[src/rtl/ras_pkg.sv]
// ----------------------------------------------------------------------------
// ras_pkg
//   Shared types and sizing helpers for the speculative RAS stage.
//   Revision: 1.0
// ----------------------------------------------------------------------------
`default_nettype none

package ras_pkg;

    localparam int RAS_WIDTH_DEF      = 32;
    localparam int RAS_ADDR_WIDTH_DEF = 10;

    // Reference layout of a queued action; the stage re-declares it with its
    // own parameter widths but keeps this exact field order.
    typedef struct packed {
        logic [RAS_WIDTH_DEF-1:0]      data;
        logic [RAS_ADDR_WIDTH_DEF-1:0] addr;
        logic                          pop;
        logic                          push;
    } ras_action_t;

    function automatic int ras_aw(input int depth);
        return (depth > 1) ? $clog2(depth) : 1;
    endfunction

    function automatic int ras_action_w(input int width, input int addr_width);
        return width + addr_width + 2;
    endfunction

endpackage

`default_nettype wire

[src/rtl/ras_action_fifo.sv]
// ----------------------------------------------------------------------------
// ras_action_fifo
//   In-order action queue with occupancy count and single-cycle flush.
//   Revision: 1.0
// ----------------------------------------------------------------------------
`default_nettype none

module ras_action_fifo
    import ras_pkg::*;
#(
    parameter int DEPTH = 16,
    parameter int W     = 44,
    localparam int AW   = ras_aw(DEPTH)
) (
    input  logic          clk,
    input  logic          reset,
    input  logic          flush,
    input  logic          wr_en,
    input  logic [W-1:0]  wr_data,
    input  logic          rd_en,
    output logic [W-1:0]  rd_data,
    output logic [AW:0]   count,
    output logic          full,
    output logic          empty
);

    logic [W-1:0]  mem_q [DEPTH];
    logic [AW-1:0] wr_ptr_q, wr_ptr_d;
    logic [AW-1:0] rd_ptr_q, rd_ptr_d;
    logic [AW:0]   count_q, count_d;
    logic          do_rd, do_wr;

    assign full  = (count_q == (AW+1)'(DEPTH));
    assign empty = (count_q == '0);

    // When full, a write is only legal alongside a read: the head slot is
    // consumed combinationally this cycle and refilled at the edge.
    always_comb begin
        do_rd    = rd_en & ~empty;
        do_wr    = wr_en & (~full | do_rd) & ~flush;
        wr_ptr_d = wr_ptr_q;
        rd_ptr_d = rd_ptr_q;
        count_d  = count_q;
        if (flush) begin
            wr_ptr_d = '0;
            rd_ptr_d = '0;
            count_d  = '0;
        end else begin
            if (do_wr) begin
                wr_ptr_d = wr_ptr_q + 1'b1;
            end
            if (do_rd) begin
                rd_ptr_d = rd_ptr_q + 1'b1;
            end
            count_d = count_q + {{AW{1'b0}}, do_wr} - {{AW{1'b0}}, do_rd};
        end
    end

    always_ff @(posedge clk) begin
        if (do_wr) begin
            mem_q[wr_ptr_q] <= wr_data;
        end
    end

    always_ff @(posedge clk) begin
        if (reset) begin
            wr_ptr_q <= '0;
            rd_ptr_q <= '0;
            count_q  <= '0;
        end else begin
            wr_ptr_q <= wr_ptr_d;
            rd_ptr_q <= rd_ptr_d;
            count_q  <= count_d;
        end
    end

    assign rd_data = mem_q[rd_ptr_q];
    assign count   = count_q;

endmodule

`default_nettype wire

[src/rtl/ras_bram.sv]
// ----------------------------------------------------------------------------
// ras_bram
//   Simple dual-port scratchpad, registered read, optional write-first bypass.
//   Revision: 1.0
// ----------------------------------------------------------------------------
`default_nettype none

module ras_bram
    import ras_pkg::*;
#(
    parameter int DEPTH           = 16,
    parameter int WIDTH           = 32,
    parameter int RESOLVE_COLLIDE = 1,
    localparam int AW             = ras_aw(DEPTH)
) (
    input  logic             clk,
    input  logic             reset,
    input  logic             we,
    input  logic [AW-1:0]    waddr,
    input  logic [WIDTH-1:0] wdata,
    input  logic [AW-1:0]    raddr,
    output logic [WIDTH-1:0] rdata
);

    logic [WIDTH-1:0] mem_q [DEPTH];
    logic [WIDTH-1:0] rdata_q, rdata_d;
    logic             collide;

    generate
        if (RESOLVE_COLLIDE != 0) begin : g_collide
            assign collide = we && (waddr == raddr);
        end else begin : g_no_collide
            assign collide = 1'b0;
        end
    endgenerate

    always_comb begin
        rdata_d = collide ? wdata : mem_q[raddr];
    end

    always_ff @(posedge clk) begin
        if (we) begin
            mem_q[waddr] <= wdata;
        end
    end

    always_ff @(posedge clk) begin
        if (reset) begin
            rdata_q <= '0;
        end else begin
            rdata_q <= rdata_d;
        end
    end

    assign rdata = rdata_q;

endmodule

`default_nettype wire

[src/rtl/ras_spec_stage.sv]
// ----------------------------------------------------------------------------
// ras_spec_stage
//   Speculative RAS stage: queues push/pop actions until commit, squashes back
//   to the committed base pointer on mispredict.
//   Revision: 1.0
// ----------------------------------------------------------------------------
`default_nettype none

module ras_spec_stage
    import ras_pkg::*;
#(
    parameter int DEPTH      = 16,
    parameter int WIDTH      = 32,
    parameter int ADDR_WIDTH = 10,
    parameter int RESET_BASE = 0,
    localparam int AW        = ras_aw(DEPTH)
) (
    input  logic                  clk,
    input  logic                  reset,
    input  logic                  trigger,
    input  logic                  push_i,
    input  logic                  pop_i,
    input  logic [WIDTH-1:0]      data_i,
    input  logic [ADDR_WIDTH-1:0] addr_i,
    input  logic                  commit,
    input  logic                  squash,
    output logic                  act_valid_o,
    output logic                  push_o,
    output logic                  pop_o,
    output logic [WIDTH-1:0]      data_o,
    output logic [ADDR_WIDTH-1:0] addr_o,
    input  logic [ADDR_WIDTH-1:0] rd_addr,
    output logic [WIDTH-1:0]      rd_data,
    output logic                  valid,
    output logic [ADDR_WIDTH-1:0] base_addr,
    output logic [AW:0]           count_o,
    output logic                  full_o,
    output logic                  overflow_o
);

    localparam int ACT_W = ras_action_w(WIDTH, ADDR_WIDTH);

    typedef struct packed {
        logic [WIDTH-1:0]      data;
        logic [ADDR_WIDTH-1:0] addr;
        logic                  pop;
        logic                  push;
    } act_t;

    act_t                  wr_act, head;
    logic [ACT_W-1:0]      head_raw;
    logic                  fifo_empty, fifo_full;
    logic                  acc, c;
    logic                  dec_pop, dec_cm;
    logic [AW+1:0]         vis_sum, vis_sub;
    logic [AW:0]           visible_q, visible_d;
    logic [AW:0]           masked_q, masked_d;
    logic [ADDR_WIDTH-1:0] base_reg_q, base_reg_d;
    logic [ADDR_WIDTH-1:0] commit_base_q, commit_base_d;
    logic                  overflow_q, overflow_d;
    logic                  rd_addr_unused;

    assign c      = commit & ~fifo_empty;
    assign acc    = trigger & ~squash & (~fifo_full | c);
    assign wr_act = '{data: data_i, addr: addr_i, pop: pop_i, push: push_i};
    assign head   = act_t'(head_raw);

    ras_action_fifo #(
        .DEPTH (DEPTH),
        .W     (ACT_W)
    ) u_fifo (
        .clk     (clk),
        .reset   (reset),
        .flush   (squash),
        .wr_en   (acc),
        .wr_data (wr_act),
        .rd_en   (c),
        .rd_data (head_raw),
        .count   (count_o),
        .full    (fifo_full),
        .empty   (fifo_empty)
    );

    ras_bram #(
        .DEPTH           (DEPTH),
        .WIDTH           (WIDTH),
        .RESOLVE_COLLIDE (1)
    ) u_scratch (
        .clk   (clk),
        .reset (reset),
        .we    (acc & push_i),
        .waddr (addr_i[AW-1:0]),
        .wdata (data_i),
        .raddr (rd_addr[AW-1:0]),
        .rdata (rd_data)
    );

    assign rd_addr_unused = ^rd_addr;

    always_comb begin
        dec_pop       = acc & pop_i & (visible_q != '0);
        dec_cm        = c & head.push & (masked_q == '0);
        vis_sum       = {1'b0, visible_q} + {{(AW+1){1'b0}}, acc & push_i};
        vis_sub       = {{(AW+1){1'b0}}, dec_pop} + {{(AW+1){1'b0}}, dec_cm};
        visible_d     = (vis_sum > vis_sub) ? (AW+1)'(vis_sum - vis_sub) : '0;
        masked_d      = masked_q + {{AW{1'b0}}, dec_pop}
                        - {{AW{1'b0}}, c & head.push & (masked_q != '0)};
        base_addr     = acc ? addr_i : base_reg_q;
        base_reg_d    = base_addr;
        commit_base_d = c ? head.addr : commit_base_q;
        overflow_d    = trigger & ~squash & fifo_full & ~c;
        // Squash acts after the same-cycle commit, so a retiring head becomes the new base.
        if (squash) begin
            visible_d  = '0;
            masked_d   = '0;
            base_reg_d = c ? head.addr : commit_base_q;
        end
    end

    always_ff @(posedge clk) begin
        if (reset) begin
            visible_q     <= '0;
            masked_q      <= '0;
            base_reg_q    <= ADDR_WIDTH'(RESET_BASE);
            commit_base_q <= ADDR_WIDTH'(RESET_BASE);
            overflow_q    <= 1'b0;
        end else begin
            visible_q     <= visible_d;
            masked_q      <= masked_d;
            base_reg_q    <= base_reg_d;
            commit_base_q <= commit_base_d;
            overflow_q    <= overflow_d;
        end
    end

    assign act_valid_o = ~fifo_empty;
    assign push_o      = ~fifo_empty & head.push;
    assign pop_o       = ~fifo_empty & head.pop;
    assign data_o      = head.data;
    assign addr_o      = head.addr;
    assign valid       = (visible_q != '0);
    assign full_o      = fifo_full;
    assign overflow_o  = overflow_q;

endmodule

`default_nettype wire

[config.mk]
export PLATFORM = sky130hd
export DESIGN_NAME = ras_spec_stage
export DESIGN_NICKNAME = d
export VERILOG_FILES = /design/src/rtl/ras_pkg.sv /design/src/rtl/ras_action_fifo.sv /design/src/rtl/ras_bram.sv /design/src/rtl/ras_spec_stage.sv
export SDC_FILE = /design/constraint.sdc
export NUM_CORES = 1
export LEC_CHECK = 0
export ABC_AREA = 1
export CAP_MARGIN = 10
export CORE_MARGIN = 2
export CORE_UTILIZATION = 40
export DETAILED_ROUTE_END_ITERATION = 7
export GPL_ROUTABILITY_DRIVEN = 0
export MAX_ROUTING_LAYER = met4
export PLACE_DENSITY = 0.53
export SYNTH_ARGS = -nofsm -noshare
export SYNTH_HDL_FRONTEND = slang
export SYNTH_SLANG_ARGS = --single-unit
[constraint.sdc]
create_clock -name clk -period 4.7 [get_ports clk]
set_clock_uncertainty 0.2 [all_clocks]
set_input_delay 0.47 -clock clk [delete_from_list [all_inputs] [get_ports clk]]
set_output_delay 0.47 -clock clk [all_outputs]
set_load 0.02 [all_outputs]
==> flow_summary_export.csv, run 1 <==
group,metric,value,unit
status,status,"complete, no violations",
drt,drtIter0Drc,3041,
sta,period_needed,4.24,ns
floorplan,dieArea,133000,um^2
synthesis,syn_area,52100,um^2
critical_path,max_stage_delay,0.77,ns
clock_tree,clk_path_buf_depth,3,
global_routing,grt_max_degree,171,
synthesis,synth_flop_cell,"edfxtp_1",
sta,slew_violations,0,
global_routing,grt_usage,21.9,%
synthesis,synth_edf_count,1216,
power,power_density,435,nW/um^2
floorplan,coreArea,129000,um^2
place,dpl.cell_count,6038,
critical_path,r2r_cells,16,
critical_path,crit_fanout,94,
floorplan,rows,132,
synthesis,synth_area_per_cell,12.2,um^2
sta,fmax,236,MHz
critical_path,worstPathBufferInverterCount,2,
critical_path,r2r-end,"visible_q[3]$_SDFF_PP0_",
synthesis,syn_nets,4365,
critical_path,arrival,3.57,ns
sta,setup_tns,0,ns
clock_tree,cts_setup_buffers,0,
final_layout,n_fill_cell,11700,
clock_tree,hold_buffers,0,
drt,totalWireLength,142000,um
clock_tree,cts_buffers,140,
power,power.leakage,20.9,nW
clock_tree,htreeDepth,4,
synthesis,yosysSeqAreaShare,73.1,%
power,ir_drop,0.342,mV
sta,relSlewSlack,21.9,%
drt,drtPass1Iterations,5,
sta,hold_violations,0,
final_layout,drive_above_1_share,8.77,%
synthesis,ys_ff_latch,1296,
synthesis,synth_cell_type_count,39,
floorplan,io_pins,154,
final_layout,synthToLayoutAreaGrowth,15.9,%
global_routing,antenna_found_initial,7,
critical_path,crit_path_end_kind,"output pin",
critical_path,cp_cell_sequence,"buf_4 -> o21ai_0 -> o221ai_1 -> o211ai_1 -> nand2_1 -> clkdlybuf4s50_1",
final_layout,nets,4522,
global_routing,first_global_vias,31300,
clock_tree,path_clk_slew,0.06,ns
critical_path,r2r_slack,1.09,ns
power,power.total,26.3,mW
global_routing,grt_overflow,0,
floorplan,die-height,365,um
synthesis,synthCells,4281,
clock_tree,cts-resized-gates,0,
drt,post_drt_wl_per_cell,22.6,um
place,dp_hpwl,75100,um
global_routing,grt_pass1_wl,208000,um
drt,vias,33100,
sta,rsz0062_at_grt,"false",
hold_path,min-delay-path-class,"in2reg",
clock_tree,cts_root_buffer,"clkbuf_16",
synthesis,async_flop_share,0,%
sta,fin_crit_sh,90.2,%
critical_path,critPathKind,"reg2out",
clock_tree,cts_sinks,1296,
critical_path,cp-start-kind,"flop",
synthesis,yosys_warnings,0,
drt,routed_via_density,5.25,
final_layout,fin_util,46.6,%
hold_path,hold_depth,3,
hold_path,hp-start,"trigger",
critical_path,required,4.03,ns
critical_path,path_delay_family,"buffers and inverters",
critical_path,cpMaxStageDelayCell,"buf_4",
run,drv_cap,0,
clock_tree,clk_latency,0.77,ns
floorplan,die_x,365,um
hold_path,hold-path-endpoint,"overflow_o$_SDFF_PP0_",
floorplan,start_util,40.2,%
drt,drtAntennaViolNets,0,
place,numPortBuffers,147,
final_layout,fin_cells,6298,
clock_tree,cts_tree,"built",
sta,setup_viol,0,
drt,drc,0,
sta,worst_pin_slew,1.17,ns
-- cells by family (layout without fill, tap and decap cells) --
group | count (synthesis) | after routing | share of synthesized area, %
AOI/OAI and AO/OA | 788 | 788 | 8.82
xor gates and xnor gates | 12 | 12 | 0.202
adders and majority gates | 25 | 25 | 0.643
buffers and inverters | 469 | 739 | 4.23
DFF | 1296 | 1296 | 73.1
other | 0 | 5 | 0
and+or+nand+nor | 1691 | 1691 | 13.0
-- sequential cells by signal (all words and copies together), names as in the netlist, named ones only --
register and flops:
base_reg_q 10, commit_base_q 10, masked_q 5, overflow_o 1
u_fifo.count 5, u_fifo.mem_q 704, u_fifo.rd_ptr_q 4, u_fifo.wr_ptr_q 4
u_scratch.mem_q 512, u_scratch.rdata 32, visible_q 5
-- worst max-delay path by stage --
| stage | endpoint | cells past startpoint |
|---|---|---|
| after floorplan | u_fifo.mem_q[0][0]$_DFFE_PP_ | 10 |
| after global placement | u_scratch.mem_q[4][24]$_DFFE_PP_ | 7 |
| after detailed placement | u_scratch.mem_q[4][4]$_DFFE_PP_ | 7 |
| after CTS | addr_o[3] | 9 |
| after global routing | data_o[31] | 7 |
| final | data_o[4] | 6 |
-- placed cells by master (no fill, tap or decap), types with 38 or more instances in the layout --
master	n
buf_4	108
clkdlybuf4s50_1	141
o211ai_1	104
dfxtp_1	76
nor2_1	799
o21ai_0	449
clkbuf_16	145
edfxtp_1	1216
o21ai_1	76
inv_1	192
nand2_1	565
o22ai_1	38
clkbuf_1	41
nand3_1	266
o221ai_1	90
-- synth_stat cells, drive strengths merged, types with 3 or more instances --
master  instances  area share (%)
edfxtp       1216              70
nor2          840             6.1
nand2         566             4.1
o21ai         525             5.0
nand3         266             2.6
inv           201             1.5
buf           148             1.9
clkbuf        119            0.86
o211ai        104             1.5
o221ai         90             1.5
dfxtp          80             3.1
o22ai          38            0.46
a21oi          28            0.27
ha             22            0.53
or2            10            0.12
xor2           10            0.17
fa              3            0.12
nand4           3           0.036
-- worst register-to-register path, stage by stage (launching register included) --
cell and delay [ns]:
dfxtp_4 0.65, buf_12 0.44, nor2_1 0.10, o21ai_0 0.08
nand3_1 0.10, nand3_1 0.15, nand2_1 0.06, nand2_1 0.07
nor2_1 0.04, ha_1 0.29, ha_1 0.24, fa_1 0.48
a21oi_1 0.14, nor2_1 0.07, o2111ai_1 0.11, nand2_1 0.16
nor2_1 0.15
-- through the flow --
step / setup slack [ns] / hold slack, ns / area [um^2]
floorplan: 0.734 / 0.246 / 52100
global placement: 0.991 / 0.256 / 56000
detailed placement: 0.976 / 0.265 / 56000
CTS: 0.386 / 0.0135 / 60400
global route: 0.217 / 0.0814 / 60400
finish: 0.460 / 0.0783 / 60400
-- where the power goes --
| part | internal (mW) | switching, mW | leakage (nW) |
|---|---|---|---|
| sequential | 12.8 | 0.0637 | 11.6 |
| combinational | 0.937 | 1.91 | 7.17 |
| clock | 6.04 | 4.53 | 2.15 |
-- area by class of cell --
class                      instances  area, um^2  share of cell area [%]
antenna                            5        12.5                  0.0207
clock buffer                     193        3880                    6.42
clock inverter                    62         523                   0.866
inverter                         202         783                    1.30
multi-input combinational       2516       12000                    19.9
sequential                      1296       38100                    63.2
tap                             1742        2180                    3.61
timing repair buffer             282        2830                    4.69
-- per-layer routing --
metal	track usage, %	vias to the layer above	share of wire, %
met3	3.31	189	5.4
met1	30.2	16400	46
met2	33.9	905	47
met5	-	-	0
li1	-	15500	-
met4	6.35	0	2.3
Note: power is estimated with default switching activity, not from simulation.
==> inputs of run 2 (changes only) <==
--- a/config.mk
+++ b/config.mk
@@ -15,4 +15,5 @@
 export PLACE_DENSITY = 0.53
 export SYNTH_ARGS = -nofsm -noshare
 export SYNTH_HDL_FRONTEND = slang
+export SYNTH_HIERARCHICAL = 1
 export SYNTH_SLANG_ARGS = --single-unit
==> run 2 against run 1 <==
  * Synthesized area grew 4.3%
  * Worst hold slack got worse by 0.0025 ns
  * Power shrank 7.6%
  * Clock power hardly changed
  * Synthesized cell count up 20%
  * Largest power group unchanged
  * Sequential power is essentially flat
  * Via count rose by 8.0%
  * Count of clock-buffer cells in the layout shrank 5
  * Largest cell class unchanged
  * Register-to-register slack got worse by 0.05 ns
  * Final area increased by 3.7%
==> flow_summary_export.csv, run 2 <==
group,metric,value,unit
status,status,"complete, no violations",
synthesis,synth_edf_count,1216,
clock_tree,cts_root_buffer,"clkbuf_16",
power,switching_share,21.3,%
power,p_seq_share,52.3,%
synthesis,yosysSeqAreaShare,70.1,%
critical_path,arrival,3.65,ns
place,dp_hpwl,71400,um
final_layout,layout_commonest_cell,"nand2_1",
sta,slew_violations,0,
drt,routed_via_density,4.99,
synthesis,ys_ff_latch,1296,
sta,fin_ws,0.376,ns
drt,drtAntennaViolNets,0,
floorplan,io_pins,154,
place,dp_slack,0.928,ns
synthesis,synth_cell_type_count,33,
power,power_density,388,nW/um^2
final_layout,final_cell_mix,"nand2_1 (1917), edfxtp_1 (1216), nand3_1 (679)",
floorplan,dieArea,139000,um^2
synthesis,synth_largest_area_cell,"edfxtp_1",
clock_tree,path_clk_slew,0.06,ns
power,p_sw,5.18,mW
global_routing,grt_pass1_wl,215000,um
power,pwr-share-comb,4.2,%
critical_path,critPathKind,"reg2out",
synthesis,syn_nets,5200,
sta,relSlewSlack,9.07,%
critical_path,cp-start-kind,"flop",
drt,vias,35700,
clock_tree,htreeDepth,4,
final_layout,n_fill_cell,12400,
global_routing,grt_usage,21.1,%
place,dpl.cell_count,6891,
sta,fin_crit_sh,92.0,%
synthesis,synthCells,5116,
floorplan,die-height,373,um
synthesis,synth_commonest_cells,"nand2_1 (1917), edfxtp_1 (1216), nand3_1 (679)",
clock_tree,cts_buffers,142,
final_layout,regArea,38100,um^2
final_layout,top_register,"u_fifo/mem_q",
synthesis,synth_area_per_cell,10.6,um^2
synthesis,yosys_warnings,6,
power,ir_drop,0.286,mV
synthesis,synth.most_common_cell,"nand2_1",
final_layout,nets,5344,
hold_path,min-delay-path-class,"in2reg",
place,numPortBuffers,147,
critical_path,crit_path_end_kind,"output pin",
final_layout,multi_input_area,13200,um^2
sta,setup_tns,0,ns
clock_tree,cts_tree,"built",
critical_path,crit_fanout,64,
power,power.leakage,25.0,nW
global_routing,first_global_vias,33700,
synthesis,yosys-top-cells-area,"edfxtp_1 (67%), nand2_1 (13%), nand3_1 (6.3%)",
sta,fmax,231,MHz
power,internal-power,19.1,mW
critical_path,r2r_cells,14,
sta,rsz0062_at_grt,"false",
drt,post_drt_wl_per_cell,20.1,um
drt,drtPass1Iterations,6,
global_routing,grt_max_degree,210,
floorplan,coreArea,135000,um^2
global_routing,grt_overflow,0,
run,drv_cap,0,
drt,drtIter0Drc,2805,
hold_path,hold_depth,3,
synthesis,yosys.area.top_type_share,67.2,%
sta,worst_pin_slew,1.36,ns
sta,period_needed,4.32,ns
synthesis,syn_area,54400,um^2
final_layout,fin_cells,7163,
clock_tree,cts_sinks,1296,
floorplan,rows,135,
floorplan,die_x,373,um
clock_tree,clk_latency,0.76,ns
synthesis,async_flop_share,0,%
final_layout,drive_above_1_share,7.00,%
critical_path,required,4.03,ns
synthesis,synth_flop_cell,"edfxtp_1",
final_layout,largest_reg_flops,704,
floorplan,start_util,40.2,%
global_routing,antenna_found_initial,3,
drt,drc,0,
final_layout,synthToLayoutAreaGrowth,15.1,%
sta,setup_viol,0,
power,p_clk_share,43.5,%
clock_tree,clk_path_buf_depth,3,
sta,hold_violations,0,
drt,totalWireLength,144000,um
==> run 2: what timing repair did <==
item	4_1_cts	5_1_grt
hold endpoints to repair	15	0
resized for setup	0	1
hold buffers	1	0
buffers inserted	0	0
setup endpoints to repair	0	3
==> run 2: final timing paths <==
| check | start | end | slack (ns) |
|---|---|---|---|
| hold / removal | trigger | overflow_o$_SDFF_PP0_ | 0.08 |
| hold reg to reg | u_fifo/rd_ptr_q[3]$_SDFFE_PP0N_ | flop | 0.29 |
| setup reg to reg | u_fifo/count[2]$_SDFF_PP0_ | u_fifo/mem_q[14][17]$_DFFE_PP_ | 1.04 |
| setup / recovery | flop | addr_o[9] | 0.38 |
==> run 2: worst max-delay path: stages (launching register included) <==
cell and delay (ns):
dfxtp_4 0.47, buf_4 0.49, buf_6 0.49, nand2_1 0.10
nand2_1 0.09, nand2_1 0.05, nand3_1 0.13, nand3_1 0.13
nand2_1 0.23, clkdlybuf4s50_1 0.65
==> run 2: cell families after synthesis <==
group	Yosys count	synth area share, %
fa+ha+maj	25	0.617
compound gates	169	1.83
flops	1296	70.1
xor+xnor	6	0.0967
buf+inv	771	6.00
simple gates	2849	21.3
==> run 2: final cells by class <==
cell class,count,area share [%]
Clock buffer,188,6.17
Inverter,505,3.07
Multi-Input combinational cell,3049,21.1
Tap cell,1781,3.56
Clock inverter,70,0.846
Sequential cell,1296,60.9
Timing Repair Buffer,266,4.25
Antenna cell,8,0.0320
==> run 2: layer usage <==
| metal | GRT usage (%) | routed length, um | share of wire [%] | vias up |
|---|---|---|---|---|
| met4 | 5.52 | 2960 | 2.1 | 0 |
| met5 | - | 0 | 0 | - |
| li1 | - | - | - | 17200 |
| met3 | 2.65 | 6660 | 4.6 | 222 |
| met1 | 27.8 | 64400 | 45 | 17400 |
| met2 | 34.8 | 69800 | 49 | 851 |
==> run 2: per-stage QoR <==
| stage | utilization, % | total power, mW | area [um^2] | hold slack (ns) |
|---|---|---|---|---|
| floorplan | - | 13.4 | 54400 | 0.271 |
| global placement | 43.0 | 14.0 | 58000 | 0.288 |
| detailed placement | 43.0 | 14.0 | 58000 | 0.291 |
| CTS | 46.2 | 24.5 | 62400 | 0.0131 |
| global route | 46.3 | 25.0 | 62600 | 0.0702 |
| finish | 46.3 | 24.3 | 62600 | 0.0759 |
==> run 2: power groups by stage <==
stage	Clock (mW)	Combinational (mW)	Sequential, mW
2_1_floorplan	0	0.468	13.0
3_3_place_gp	0	1.01	12.9
3_5_place_dp	0	1.02	12.9
4_1_cts	10.8	1.02	12.7
5_1_grt	11.2	1.12	12.7
6_report	10.5	1.02	12.7
